<file path="src/rtl/rst_sequencer.sv">
// rst_sequencer
//   Turns the PLL's "not locked" reset into clean per-domain resets.
//   Every rst_out bit asserts asynchronously with reset, releases
//   synchronously after a settle hold, and the domains come out of reset one
//   at a time (domain 0 first, STAGE_GAP cycles apart). ready goes high one
//   edge after the last domain is released. soft_rst restarts the settle hold
//   without re-running the reset synchronizer.
//
//   Optional watchdog: compile with RST_SEQ_WDOG_EN defined. Once all
//   domains are running, WDOG_CYCLES edges without a kick cause a restart
//   identical to a one-cycle soft_rst and set the sticky wdog_fired flag.
//   Without the macro, kick is ignored and wdog_fired is tied low.
//
// Ports
//   clk         PLL output clock (50 MHz)
//   reset       asynchronous active-high reset (inverted PLL lock)
//   soft_rst    synchronous software reset request, active-high
//   kick        watchdog kick (pulse or level), watchdog builds only
//   rst_out     per-domain active-high resets, NUM_DOMAINS wide
//   ready       all domains released
//   wdog_fired  sticky watchdog timeout flag, cleared only by reset
module rst_sequencer #(
  parameter int SYNC_STAGES = 2,
  parameter int HOLD_CYCLES = 1000,
  parameter int NUM_DOMAINS = 3,
  parameter int STAGE_GAP   = 16,
  parameter int WDOG_CYCLES = 65536
) (
  input  logic                   clk,
  input  logic                   reset,
  input  logic                   soft_rst,
  input  logic                   kick,
  output logic [NUM_DOMAINS-1:0] rst_out,
  output logic                   ready,
  output logic                   wdog_fired
);

  // Parameter sanity, caught at elaboration.
  if (SYNC_STAGES < 2) begin : g_chk_sync
    $error("rst_sequencer: SYNC_STAGES must be >= 2");
  end
  if (HOLD_CYCLES < 1) begin : g_chk_hold
    $error("rst_sequencer: HOLD_CYCLES must be >= 1");
  end
  if (NUM_DOMAINS < 1 || NUM_DOMAINS > 8) begin : g_chk_dom
    $error("rst_sequencer: NUM_DOMAINS must be in 1..8");
  end
  if (STAGE_GAP < 1) begin : g_chk_gap
    $error("rst_sequencer: STAGE_GAP must be >= 1");
  end

  localparam int HW = $clog2(HOLD_CYCLES + 1);
  localparam int GW = $clog2(STAGE_GAP + 1);
  localparam int IW = $clog2(NUM_DOMAINS + 1);

  localparam logic [HW-1:0] HOLD_LAST = HW'(HOLD_CYCLES - 1);
  localparam logic [GW-1:0] GAP_LAST  = GW'(STAGE_GAP - 1);
  localparam logic [IW-1:0] IDX_LAST  = IW'(NUM_DOMAINS - 1);

  typedef enum logic [1:0] {
    S_SYNC  = 2'd0,
    S_HOLD  = 2'd1,
    S_STAGE = 2'd2,
    S_RUN   = 2'd3
  } state_t;

  state_t          state;
  logic [SYNC_STAGES-1:0] sync;
  logic            sync_out;
  logic [HW-1:0]   hold_cnt;
  logic [GW-1:0]   gap_cnt;
  logic [IW-1:0]   idx;
  logic            wd_expire;
  logic            restart;

  // Reset-release synchronizer: cleared asynchronously, fills with ones
  // once reset is low. soft_rst deliberately does not touch it.
  always_ff @(posedge clk or posedge reset) begin
    if (reset) sync <= '0;
    else       sync <= {sync[SYNC_STAGES-2:0], 1'b1};
  end

  assign sync_out = sync[SYNC_STAGES-1];

  // ---------------------------------------------------------------------
  // Watchdog
  // ---------------------------------------------------------------------
`ifdef RST_SEQ_WDOG_EN
  localparam int WW = $clog2(WDOG_CYCLES + 1);
  localparam logic [WW-1:0] WD_LAST = WW'(WDOG_CYCLES - 1);

  logic [WW-1:0] wd_cnt;

  // Expiry on the edge the counter would reach WDOG_CYCLES; a kick on that
  // same edge wins.
  assign wd_expire = (state == S_RUN) && !kick && (wd_cnt == WD_LAST);

  always_ff @(posedge clk or posedge reset) begin
    if (reset) begin
      wd_cnt     <= '0;
      wdog_fired <= 1'b0;
    end else if (wd_expire) begin
      wd_cnt     <= '0;
      wdog_fired <= 1'b1;
    end else if (state != S_RUN || kick || soft_rst) begin
      wd_cnt     <= '0;
    end else begin
      wd_cnt     <= wd_cnt + 1'b1;
    end
  end
`else
  assign wd_expire  = 1'b0;
  assign wdog_fired = 1'b0;

  logic unused_kick;
  assign unused_kick = kick;
`endif

  // soft_rst and watchdog expiry are the same event; both on one edge is
  // just one restart.
  assign restart = soft_rst | wd_expire;

  // ---------------------------------------------------------------------
  // Sequencer FSM
  // ---------------------------------------------------------------------
  // hold_cnt counts settle edges already elapsed since T0, where T0 is the
  // edge the synchronizer output (or the last soft_rst sample) goes high.
  // From power-up the FSM sees sync_out one edge after T0, so that first
  // edge out of S_SYNC is itself the first settle edge; from soft_rst the
  // FSM is already in S_HOLD at T0. Both paths then release domain 0 on
  // edge T0 + HOLD_CYCLES with a single comparator.
  always_ff @(posedge clk or posedge reset) begin
    if (reset) begin
      state    <= S_SYNC;
      hold_cnt <= '0;
      gap_cnt  <= '0;
      idx      <= '0;
      rst_out  <= '1;
      ready    <= 1'b0;
    end else if (restart) begin
      state    <= S_HOLD;
      hold_cnt <= '0;
      gap_cnt  <= '0;
      idx      <= '0;
      rst_out  <= '1;
      ready    <= 1'b0;
    end else begin
      case (state)
        S_SYNC, S_HOLD: begin
          if (state == S_HOLD || sync_out) begin
            if (hold_cnt == HOLD_LAST) begin
              rst_out[0] <= 1'b0;
              gap_cnt    <= '0;
              idx        <= IW'(1);
              state      <= (NUM_DOMAINS == 1) ? S_RUN : S_STAGE;
            end else begin
              hold_cnt   <= hold_cnt + 1'b1;
              state      <= S_HOLD;
            end
          end
        end

        S_STAGE: begin
          if (gap_cnt == GAP_LAST) begin
            // Decode instead of a variable index so idx can be wider than
            // the select needs for any NUM_DOMAINS.
            for (int i = 1; i < NUM_DOMAINS; i++) begin
              if (idx == IW'(i)) rst_out[i] <= 1'b0;
            end
            gap_cnt <= '0;
            idx     <= idx + 1'b1;
            if (idx == IDX_LAST) state <= S_RUN;
          end else begin
            gap_cnt <= gap_cnt + 1'b1;
          end
        end

        S_RUN: begin
          // Registered: rises one edge after the last domain released.
          ready <= 1'b1;
        end

        default: state <= S_SYNC;
      endcase
    end
  end

endmodule

</file>
<file path="config.mk">
export PLATFORM = sky130hd
export DESIGN_NAME = rst_sequencer
export DESIGN_NICKNAME = d
export VERILOG_FILES = /design/src/rtl/rst_sequencer.sv
export SDC_FILE = /design/constraint.sdc
export NUM_CORES = 1
export LEC_CHECK = 0
export ABC_AREA = 0
export BUFFER_PORTS_ARGS = -buffer_cell sky130_fd_sc_hd__buf_2
export CORE_MARGIN = 5
export CORE_UTILIZATION = 50
export DETAILED_ROUTE_END_ITERATION = 10
export GPL_ROUTABILITY_DRIVEN = 0
export HOLD_SLACK_MARGIN = 0.12
export PLACE_DENSITY = 0.68
export SLEW_MARGIN = 20
export SYNTH_ARGS = -nofsm -noshare
export SYNTH_HDL_FRONTEND = slang
export SYNTH_SLANG_ARGS = --single-unit
</file>
<file path="constraint.sdc">
create_clock -name clk -period 2.6 [get_ports clk]
set_input_delay 0.52 -clock clk [delete_from_list [all_inputs] [get_ports clk]]
set_output_delay 0.52 -clock clk [all_outputs]
set_load 0.01 [all_outputs]
</file>
* Word level (Yosys, flattened, before mapping)
Index checks and enable logic that the tools add are counted.
Widths: inputs -> output; s select.
** Word-level totals
- Logic and storage cells :: 73
- Bits of input ports :: 4
- Register bits :: 25
- Output and inout port bits :: 5
** Operators by class
- Reductions and logical operators :: 19
- Equal/unequal tests :: 12
- Add/subtract/negate cells :: 3
- Mux-type cells :: 30
** Operators with widths (number)
- $mux 10 :: 4
- $mux 2 :: 11
- $mux 5 :: 4
- $reduce_bool 2->1 :: 8
- $reduce_and 3->1 :: 5
- $ne 3x3->1 const B :: 4
- $add 10x1->10 const B :: 1
- $eq 10x10->1 const B :: 1
- $pmux 5 s2 :: 1
- $pmux 2 s2 :: 2
- $reduce_and 4->1 :: 2
- $mux 1 :: 7
- $eq 2x2->1 const B :: 3
- $add 5x1->5 const B :: 1
- $eq 5x4->1 const B :: 1
- $eq 2x1->1 const B :: 2
- $mux 3 :: 1
- $reduce_bool 3->1 :: 1
- $add 2x1->2 const B :: 1
- $logic_not 2->1 :: 1
- $ne 2x2->1 const B :: 1
- $reduce_or 2->1 :: 1
- $logic_or 1x1->1 :: 1

* Logic depth before layout (Yosys ltp)
Gate-level depths: netlist of run 1.
- Depth in word-level cells :: 5
- Mapped depth :: 5
- Gate-level depth less buffers :: 5

* Worst setup path before layout of run 1
No wires, ideal clock.
- Kind :: flip-flop to flip-flop
- Start point :: register hold_cnt[0]
- End point :: register hold_cnt[3]
- Arrival time :: 1441 ps
- Setup time :: 127 ps
- Setup slack :: 1031 ps
- Stages on the path, launching flop included :: 6
- Path buffers :: 0
- Required time :: 2473 ps
- Period minus slack after synthesis :: 1569 ps
- Cells stage by stage :: dfrtp_1 ha_1 and3_1 a31oi_4 nand4_1 mux2_1
** On the way
- Cells in the longest elaborated chain, start to end :: 5
- Elaborated cells on any way between the ends :: 8
- Those cells by class :: add/sub: 1; eq/ne: 2; mux: 4; reduce/logical: 1
** Ends and longest elaborated chain
- from (decl) :: RTL line 70 : logic [HW-1:0] hold_cnt;
- from (signal assigned) :: RTL line 157 : hold_cnt <= hold_cnt + 1'b1;
- $add 10x1->10 :: RTL line 157
- $mux 10 :: RTL line 151 : if (hold_cnt == HOLD_LAST) begin
- $mux 10 :: RTL line 150 : if (state == S_HOLD || sync_out) begin
- $mux 10 :: RTL line 148 : case (state)
- $mux 10 :: RTL line 140 : end else if (restart) begin
Parallel ways exist; a longest one is shown, timed or not. The select of a mux whose other input is x is not followed.
A chain may end at the register's enable or synchronous reset.

* Final worst setup path of run 1
- Start point :: register state[1]
- End point :: register hold_cnt[3]
** On the way
- Cells in the longest elaborated chain, start to end :: 4
- Elaborated cells on any way between the ends :: 7
- Those cells by class :: eq/ne: 1; reduce/logical: 6
** Ends and longest elaborated chain
- from (decl) :: RTL line 67 : state_t state;
- from (signal assigned) :: RTL line 155 : state <= (NUM_DOMAINS == 1) ? S_RUN : S_STAGE;
- $eq 2x1->1 or $logic_not 2->1 (tied branches) :: RTL line 148, 150
- $reduce_or 2->1 or $logic_or 1x1->1 (tied branches) :: RTL line 148, 150
- $reduce_bool 2->1 (no line)
- $reduce_and 3->1 (no line) *
Mark *: on every way between the ends. The rest lies on a longest branch, timed or not.

==> results of run 1 <==
[stage by stage]
stage	std cells	worst slack, ns	power [mW]
after detailed placement	158	0.9249	0.4348
after floorplan	127	1.031	0.4277
final	162	0.8825	0.6085
after global placement	158	0.9536	0.4336
after global routing	162	0.8067	0.6354
after CTS	162	0.8974	0.6067
[sequential cells by signal, summed over array words and instances (netlist names)]
name	cells
ready	1
idx	2
sync	2
state	2
hold_cnt	10
gap_cnt	5
rst_out	3
[critical path, stage by stage, from the launching register on]
cell and delay [ns]:
dfrtp_1 0.56, o21bai_2 0.34, a31oi_4 0.24, nand4_1 0.13
mux2_1 0.33
[cells in the final DEF, fill, tap and decap left out, types with 2 or more instances in the layout]
master | synthesis | final
nand2_1 | 5 | 5
nand3_1 | 6 | 6
buf_2 | 1 | 6
nor2_1 | 15 | 15
dfstp_2 | 3 | 3
o21bai_1 | 2 | 2
a21o_1 | 3 | 3
ha_1 | 4 | 4
nor4_1 | 2 | 2
a22o_1 | 2 | 2
nor3_1 | 4 | 4
nor2b_1 | 4 | 4
and3_1 | 2 | 2
a21oi_1 | 5 | 5
dfrtp_1 | 22 | 22
inv_1 | 4 | 4
nand4_1 | 4 | 4
conb_1 | 2 | 2
o21ai_0 | 2 | 2
a311oi_1 | 2 | 2
nand2b_1 | 4 | 4
xnor2_1 | 7 | 7
clkbuf_4 | 0 | 3
[power breakdown]
group | internal [mW] | switching (mW)
combinational | 0.00770 | 0.0190
clock | 0.0602 | 0.121
sequential | 0.394 | 0.00588
total | 0.462 | 0.146
[cell families after synthesis]
logic type                 after synthesis  synth area share (%)
AOI/OAI and AO/OA                       25                 15.71
xor gates and xnor gates                 8                 5.364
adders and majority gates                4                 3.832
buffers and inverters                    9                 2.969
DFF                                     25                 48.18
muxes                                    3                 2.490
other                                    2                0.5749
and+or+nand+nor                         51                 20.88
[worst max-delay path by stage]
stage          slack (ns)   startpoint          end  cells past startpoint
2_1_floorplan        1.03  hold_cnt[0]  hold_cnt[3]                      5
3_3_place_gp         0.95  hold_cnt[0]  hold_cnt[3]                      5
3_5_place_dp         0.92  hold_cnt[0]  hold_cnt[3]                      5
4_1_cts              0.90  hold_cnt[0]  hold_cnt[3]                      5
5_1_grt              0.81     state[1]  hold_cnt[3]                      4
6_report             0.88     state[1]  hold_cnt[3]                      4
[final cells by class]
type                            count  area (µm²)  share of cell area (%)
Multi-Input combinational cell     93       638.1                   46.36
Sequential cell                    25       629.4                   45.73
Clock buffer                        4       26.28                   1.909
Tap cell                           30       37.54                   2.727
Timing Repair Buffer                6       30.03                   2.182
Inverter                            4       15.01                   1.091
[routing by layer]
layer / wire length [µm] / track usage, % / vias to the layer above
met5: 0 / 0 / -
met4: 17 / 4.954 / 0
met3: 69 / 3.983 / 2
met2: 1216 / 24.62 / 13
met1: 1151 / 17.17 / 459
li1: - / - / 461
==> flow_summary_export.csv, run 1 <==
group,metric,value,unit
synth,synth.cells.most_frequent,"22 x dfrtp_1, 15 x nor2_1, 7 x xnor2_1",
sta,hold_violations,0,
critical_path,reg2reg_to,"hold_cnt[3]",
finish,fin_util,55.56,%
synth,synth_area_leaders,"dfrtp_1 42%, dfstp_2 6.0%, xnor2_1 4.7%, nor2_1 4.3%, ha_1 3.8%",
critical_path,cp-start-kind,"flip-flop",
critical_path,r2r_slack,0.88,ns
grt,grt_overflow,0,
sta,finalSetupViolCount,0,
finish,num_antenna_cells,0,
synth,synthFlopType,"dfrtp_1",
finish,final_nets,141,
finish,fin_area,1376,µm²
synth,synth_warnings,0,
critical_path,end_kind,"flip-flop",
pwr,powerDensity,442.1,nW/µm²
clocking,cts_setup_buffers,0,
synth,synth_cell_types,43,
sta,skew,0.01735,ns
die,start_util,52.73,%
sta,max_clock_freq,582.2,MHz
finish,area_growth,5.364,%
min_path,hp-class,"in -> async",
critical_path,r2r_start,"state[1]",
clocking,hold_buffers,0,
clocking,cts_sinks,25,
place,place_area,1350,µm²
clocking,root_buffer,"clkbuf_4",
detailed_routing,wl,2453,µm
synth,synth-edff-count,0,
outcome,outcome,"finished clean",
pwr,irDropWorstVdd,436.3,µV
grt,track_usage,14.33,%
synth,yosysSeqAreaShare,48.18,%
critical_path,crit_arrival,1.93,ns
detailed_routing,drt-vias-per-instance,5.772,
finish,fillCellCount,215,
synth,yosysMostFrequentCell,"dfrtp_1",
detailed_routing,vias,935,
die,die_w,61.11,µm
clocking,cts.clk_slew.worst_paths,0.15,ns
die,die_h,61.11,µm
clocking,cts_resized,0,
synth,netlist_area,1306,µm²
clocking,numCtsBuffers,3,
clocking,cts_tree,"built",
die,core_area,2477,µm²
grt,antenna_found_initial,0,
sta,tightest_slew,0.9187,ns
synth,syn_nets,135,
die,dieArea,3734,µm²
synth,yosysTopAreaCell,"dfrtp_1",
sta,maxSlewHeadroom,38.68,%
synth,synth-async-reset-ratio,100.0,%
clocking,clockBufferDepth,2,
synth,netlist_instances,127,
synth,avgSynthCellArea,10.29,µm²
pwr,leakage,0.5726,nW
detailed_routing,antenna_left,0,
place,port_buffers,6,
place,hpwl,1653,µm
critical_path,critPathRequiredTime,2.81,ns
detailed_routing,drcViolationCount,0,
die,ios,9,
synth,ys_ff_latch,25,
critical_path,crit_fanout,15,
sta,min_period_over_period,66.06,%
run,max-cap-violations,0,
clocking,cts_htree_levels,1,
clocking,clkLatencyLatePin,0.33,ns
detailed_routing,avgRoutedWirePerCell,15.14,µm
die,rows,18,
grt,grt_pass1_vias,918,
sta,slew_violations,0,
grt,grt_max_degree,26,
synth,synth_top_area_share,42.15,%
critical_path,crit_type,"reg -> reg",
detailed_routing,drt_iter0_drc,12,
critical_path,worst_r2r_path_depth,4,
detailed_routing,drt_pass1_iterations,4,
sta,fin_crit,1.718,ns
finish,drive_gt1_share,13.64,%
sta,fin_hold_ws,0.3630,ns
grt,grt_first_pass_wirelength,4002,µm
sta,grt_setup_unrepaired,"no",
sta,finalSetupTns,0,ns
(Power assumes the default switching activity.)
==> run 2, diff against run 1 <==
PLACE_DENSITY = 0.71   (was 0.68)
clock period = 1.5 ns   (was 2.6 ns; I/O delays follow)
==> run 2 against run 1 <==
Effect of this change: routed wire length rose by 2.0%; setup slack worse by 0.85 ns; clock power grew 66%; total power rose by 75%; global-route usage up 1.4 points; clock-buffer cell count unchanged; clock skew down 0.016 ns; sequential share of layout area shrank 5.7 points; register-to-register slack worse by 0.85 ns; via count is 6.5% higher.
==> flow_summary_export.csv, run 2 (synthesis gave the netlist of run 1 again) <==
group,metric,value,unit
finish,final_nets,161,
finish,regMostFlops,"hold_cnt",
sta,fin_hold_ws,0.3535,ns
pwr,leakage,0.6727,nW
grt,grt_overflow,0,
detailed_routing,wl,2501,µm
detailed_routing,drt_iter0_drc,21,
critical_path,critPathRequiredTime,1.72,ns
detailed_routing,drcViolationCount,0,
place,port_buffers,6,
pwr,irDropWorstVdd,803.3,µV
pwr,powerDensity,677.3,nW/µm²
sta,slew_violations,0,
critical_path,reg2reg_to,"hold_cnt[3]",
critical_path,crit_arrival,1.68,ns
sta,finalSetupTns,0,ns
detailed_routing,drt_pass1_iterations,4,
clocking,cts.clk_slew.worst_paths,0.13,ns
critical_path,crit_type,"reg -> reg",
die,die_h,61.11,µm
critical_path,cp-start-kind,"flip-flop",
finish,largest_register_ffs,10,
sta,grt_setup_unrepaired,"yes",
die,core_area,2477,µm²
sta,skew,0.001787,ns
detailed_routing,vias,996,
critical_path,crit_fanout,3,
sta,min_period_over_period,97.91,%
critical_path,cp-endpoint,"hold_cnt[3]",
clocking,cts_htree_levels,1,
die,start_util,52.73,%
clocking,clockBufferDepth,2,
clocking,cts_tree,"built",
critical_path,r2r_start,"hold_cnt[1]",
sta,max_clock_freq,680.9,MHz
sta,fin_crit,1.469,ns
finish,layout_commonest_cell,"dfrtp_1",
place,hpwl,1839,µm
place,place_ws,0.009520,ns
die,die_w,61.11,µm
grt,grt_first_pass_wirelength,4402,µm
clocking,clkLatencyLatePin,0.31,ns
sta,hold_violations,0,
critical_path,end_kind,"flip-flop",
run,max-cap-violations,0,
finish,reg_top3,"hold_cnt x10, gap_cnt x5, rst_out x3",
critical_path,r2r_slack,0.03,ns
detailed_routing,avgRoutedWirePerCell,13.74,µm
grt,antenna_found_initial,0,
grt,grt_max_degree,18,
critical_path,worst_r2r_path_depth,5,
die,rows,18,
outcome,outcome,"finished clean",
die,ios,9,
sta,worst_slack,0.03137,ns
critical_path,crit_start,"hold_cnt[1]",
finish,num_antenna_cells,0,
detailed_routing,antenna_left,0,
clocking,numCtsBuffers,3,
finish,final_cell_mix,"22 x dfrtp_1, 19 x buf_4, 15 x nor2_1",
sta,finalSetupViolCount,0,
grt,track_usage,15.72,%
finish,drive_gt1_share,30.26,%
die,dieArea,3734,µm²
min_path,hp-class,"in -> reg",
detailed_routing,drt-vias-per-instance,5.473,
finish,area_growth,20.50,%
pwr,power,1.066,mW
clocking,root_buffer,"clkbuf_4",
clocking,cts_sinks,25,
grt,grt_pass1_vias,1025,
run 2: cell type report:
type,instances,area (µm²)
clock buffer,4,26.28
fill,199,903.4
inverter,4,15.01
multi-input combinational,93,683.2
sequential,25,629.4
tap,30,37.54
timing repair buffer,26,182.7
run 2: worst max-delay path, cell delays in order, from the launching register on:
cell and delay (ns):
dfrtp_1 0.41, ha_2 0.19, and3_4 0.18, a31oi_4 0.14, nand4_1 0.14, mux2_4 0.31
run 2: where the power goes:
group	leakage (nW)	switching [mW]	internal (mW)	total (mW)
clock	0.0150	0.199	0.104	0.303
combinational	0.331	0.0416	0.0308	0.0723
sequential	0.327	0.00704	0.684	0.691
total	0.673	0.248	0.818	1.07
run 2: per-stage QoR:
stage,area (µm²),instances,utilization (%)
after floorplan,1314,127,-
after global placement,1478,174,59.65
after detailed placement,1478,174,59.65
after CTS,1521,180,61.41
after global routing,1574,182,63.54
final,1574,182,63.54
run 2: how the worst min path moves through the flow:
stage | cells after the start | end | slack (ns) | startpoint
2_1_floorplan | 1 | gap_cnt[0] | 0.33 | reset
3_3_place_gp | 2 | sync[1] | 0.27 | reset
3_5_place_dp | 2 | sync[1] | 0.28 | reset
4_1_cts | 2 | ready | 0.35 | soft_rst
5_1_grt | 2 | rst_out[0] | 0.36 | soft_rst
6_report | 2 | ready | 0.35 | soft_rst
run 2: layer usage:
layer / global-route usage [%] / wire, µm
met3: 3.774 / 36
met5: 0 / 0
met1: 19.17 / 1175
met4: 4.334 / 14
met2: 27.64 / 1276
run 2: what timing repair did:
action                                  CTS  global route
pin swaps                                 1             7
setup buffers                             1             2
hold buffers                              1             0
endpoints found under the hold margin     5             0
endpoints found under the setup margin    2            11
resized for setup                         0             9
==> run 3, diff against run 2 <==
clock period = 1.35 ns   (was 1.5 ns; I/O delays follow)
==> run 3 against run 2 <==
Effect of this change: the run now ends with setup timing left; utilization up 6.5 points; global-route usage up 1.5 points; non-clock buffer count up 13; setup slack worse by 0.15 ns; total power up 12%; via count up 8.5%; clock skew up 0.0050 ns; critical path depth unchanged; die area unchanged; routed wire length up 10%; fmax down 0.11%; clock-buffer cell count down 1; largest power group unchanged.
==> flow_summary_export.csv, run 3 (synthesis gave the netlist of run 1 again) <==
group,metric,value,unit
pwr,swShare,24.65,%
grt,grt_max_degree,26,
finish,final_cell_mix,"31 x buf_4, 21 x dfrtp_1, 15 x nor2_1",
sta,finalSetupViolCount,13,
outcome,outcome,"finished with violations",
place,port_buffers,6,
sta,worst_slack,-0.1203,ns
sta,fin_hold_ws,0.3412,ns
finish,regMostFlops,"hold_cnt",
finish,layout_commonest_cell,"buf_4",
pwr,powerDensity,690.9,nW/µm²
pwr,leakage,0.7474,nW
grt,grt_overflow,0,
clocking,cts.clk_slew.worst_paths,0.15,ns
pwr,p_sw,0.2953,mW
pwr,pwr-share-seq,64.1,%
sta,finalSetupTns,-0.8090,ns
sta,max_clock_freq,680.1,MHz
critical_path,crit_arrival,1.70,ns
die,start_util,52.73,%
critical_path,critPathRequiredTime,1.58,ns
sta,min_period_over_period,108.9,%
detailed_routing,wl,2750,µm
finish,largest_register_ffs,10,
clocking,clockBufferDepth,2,
detailed_routing,drcViolationCount,0,
pwr,combPwrFrac,6.7,%
grt,antenna_found_initial,0,
critical_path,crit_fanout,3,
clocking,numCtsBuffers,3,
critical_path,end_kind,"flip-flop",
clocking,cts_sinks,25,
grt,grt_pass1_vias,1047,
detailed_routing,drt_pass1_iterations,4,
clocking,cts_tree,"built",
die,ios,9,
die,core_area,2477,µm²
min_path,hp-class,"in -> reg",
finish,fin_util,70.00,%
finish,final_nets,174,
die,rows,18,
pwr,irDropWorstVdd,552.9,µV
die,die_h,61.11,µm
critical_path,crit_type,"reg -> reg",
grt,track_usage,17.20,%
detailed_routing,drt-vias-per-instance,5.544,
detailed_routing,vias,1081,
sta,slew_violations,0,
detailed_routing,avgRoutedWirePerCell,14.10,µm
sta,skew,0.006770,ns
place,place_area,1570,µm²
detailed_routing,antenna_left,0,
run,max-cap-violations,0,
outcome,failed_checks,"setup timing",
clocking,root_buffer,"clkbuf_4",
sta,fin_crit,1.470,ns
place,place_ws,-0.1342,ns
clocking,clkLatencyLatePin,0.32,ns
pwr,p_clk_share,29.2,%
grt,grt_first_pass_wirelength,4643,µm
finish,reg_top3,"hold_cnt x10, gap_cnt x5, rst_out x3",
die,dieArea,3734,µm²
sta,grt_setup_unrepaired,"yes",
finish,num_antenna_cells,0,
place,hpwl,1942,µm
finish,area_growth,32.76,%
pwr,p_int,0.9028,mW
finish,fin_area,1734,µm²
sta,hold_violations,0,
critical_path,cp-start-kind,"flip-flop",
die,die_w,61.11,µm
finish,drive_gt1_share,40.00,%
detailed_routing,drt_iter0_drc,31,
clocking,cts_htree_levels,1,
==> run 3: cell types whose count changed in the layout (fill, tap and decap cells not counted), sizes merged <==
| cell | before | now |
|---|---|---|
| clkbuf | 4 | 3 |
| clkinv | 0 | 1 |
| buf | 25 | 38 |
==> run 3: repair_timing <==
action / CTS / global route
hold buffers: 1 / 0
hold endpoints to repair: 22 / 0
buffers inserted: 0 / 4
pin swaps: 7 / 10
setup endpoints to repair: 16 / 21
gates resized for setup: 8 / 10
==> run 3: metal layers <==
layer	up-vias	global-route usage (%)	wire length, µm
met5	-	0	0
met4	0	7.740	23
met3	2	2.516	88
met2	27	28.10	1334
met1	528	22.58	1303
li1	524	-	-
==> run 3: worst paths after layout <==
check	depth (start not counted)	end	from	slack, ns
min	2	hold_cnt[1]	soft_rst	0.34
min reg2reg	0	sync[1]	sync[0]	0.37
max in group asynchronous	4	rst_out[1]	reset	0.55
max	5	hold_cnt[3]	hold_cnt[1]	-0.12
min in group asynchronous	4	hold_cnt[1]	reset	0.51
max reg2reg	5	hold_cnt[3]	hold_cnt[1]	-0.12
==> run 3: worst max-delay path: stages, from the launching register on <==
cell and delay [ns]:
dfrtp_1 0.41, ha_2 0.19, and3_4 0.18, a31oi_4 0.14
nand4_1 0.14, mux2_4 0.31
==> run 3: power groups by stage <==
stage                     clock, mW  sequential (mW)  combinational [mW]
final                         0.350            0.768              0.0803
after global placement            0            0.780              0.0726
after CTS                     0.355            0.767              0.0799
after floorplan                   0            0.782              0.0425
after global routing          0.393            0.769              0.0921
after detailed placement          0            0.781              0.0756
==> run 3: final cells by class <==
type	instances	area, µm²
Fill cell	175	743.2
Clock buffer	3	22.52
Multi-Input combinational cell	93	739.5
Inverter	4	15.01
Timing Repair Buffer	39	284.0
Tap cell	30	37.54
Sequential cell	25	630.6
Clock inverter	1	5.005
==> run 3: through the flow <==
step | instances | power [mW]
after floorplan | 127 | 0.8247
after global placement | 186 | 0.8523
after detailed placement | 186 | 0.8562
after CTS | 191 | 1.201
after global routing | 195 | 1.254
final | 195 | 1.198
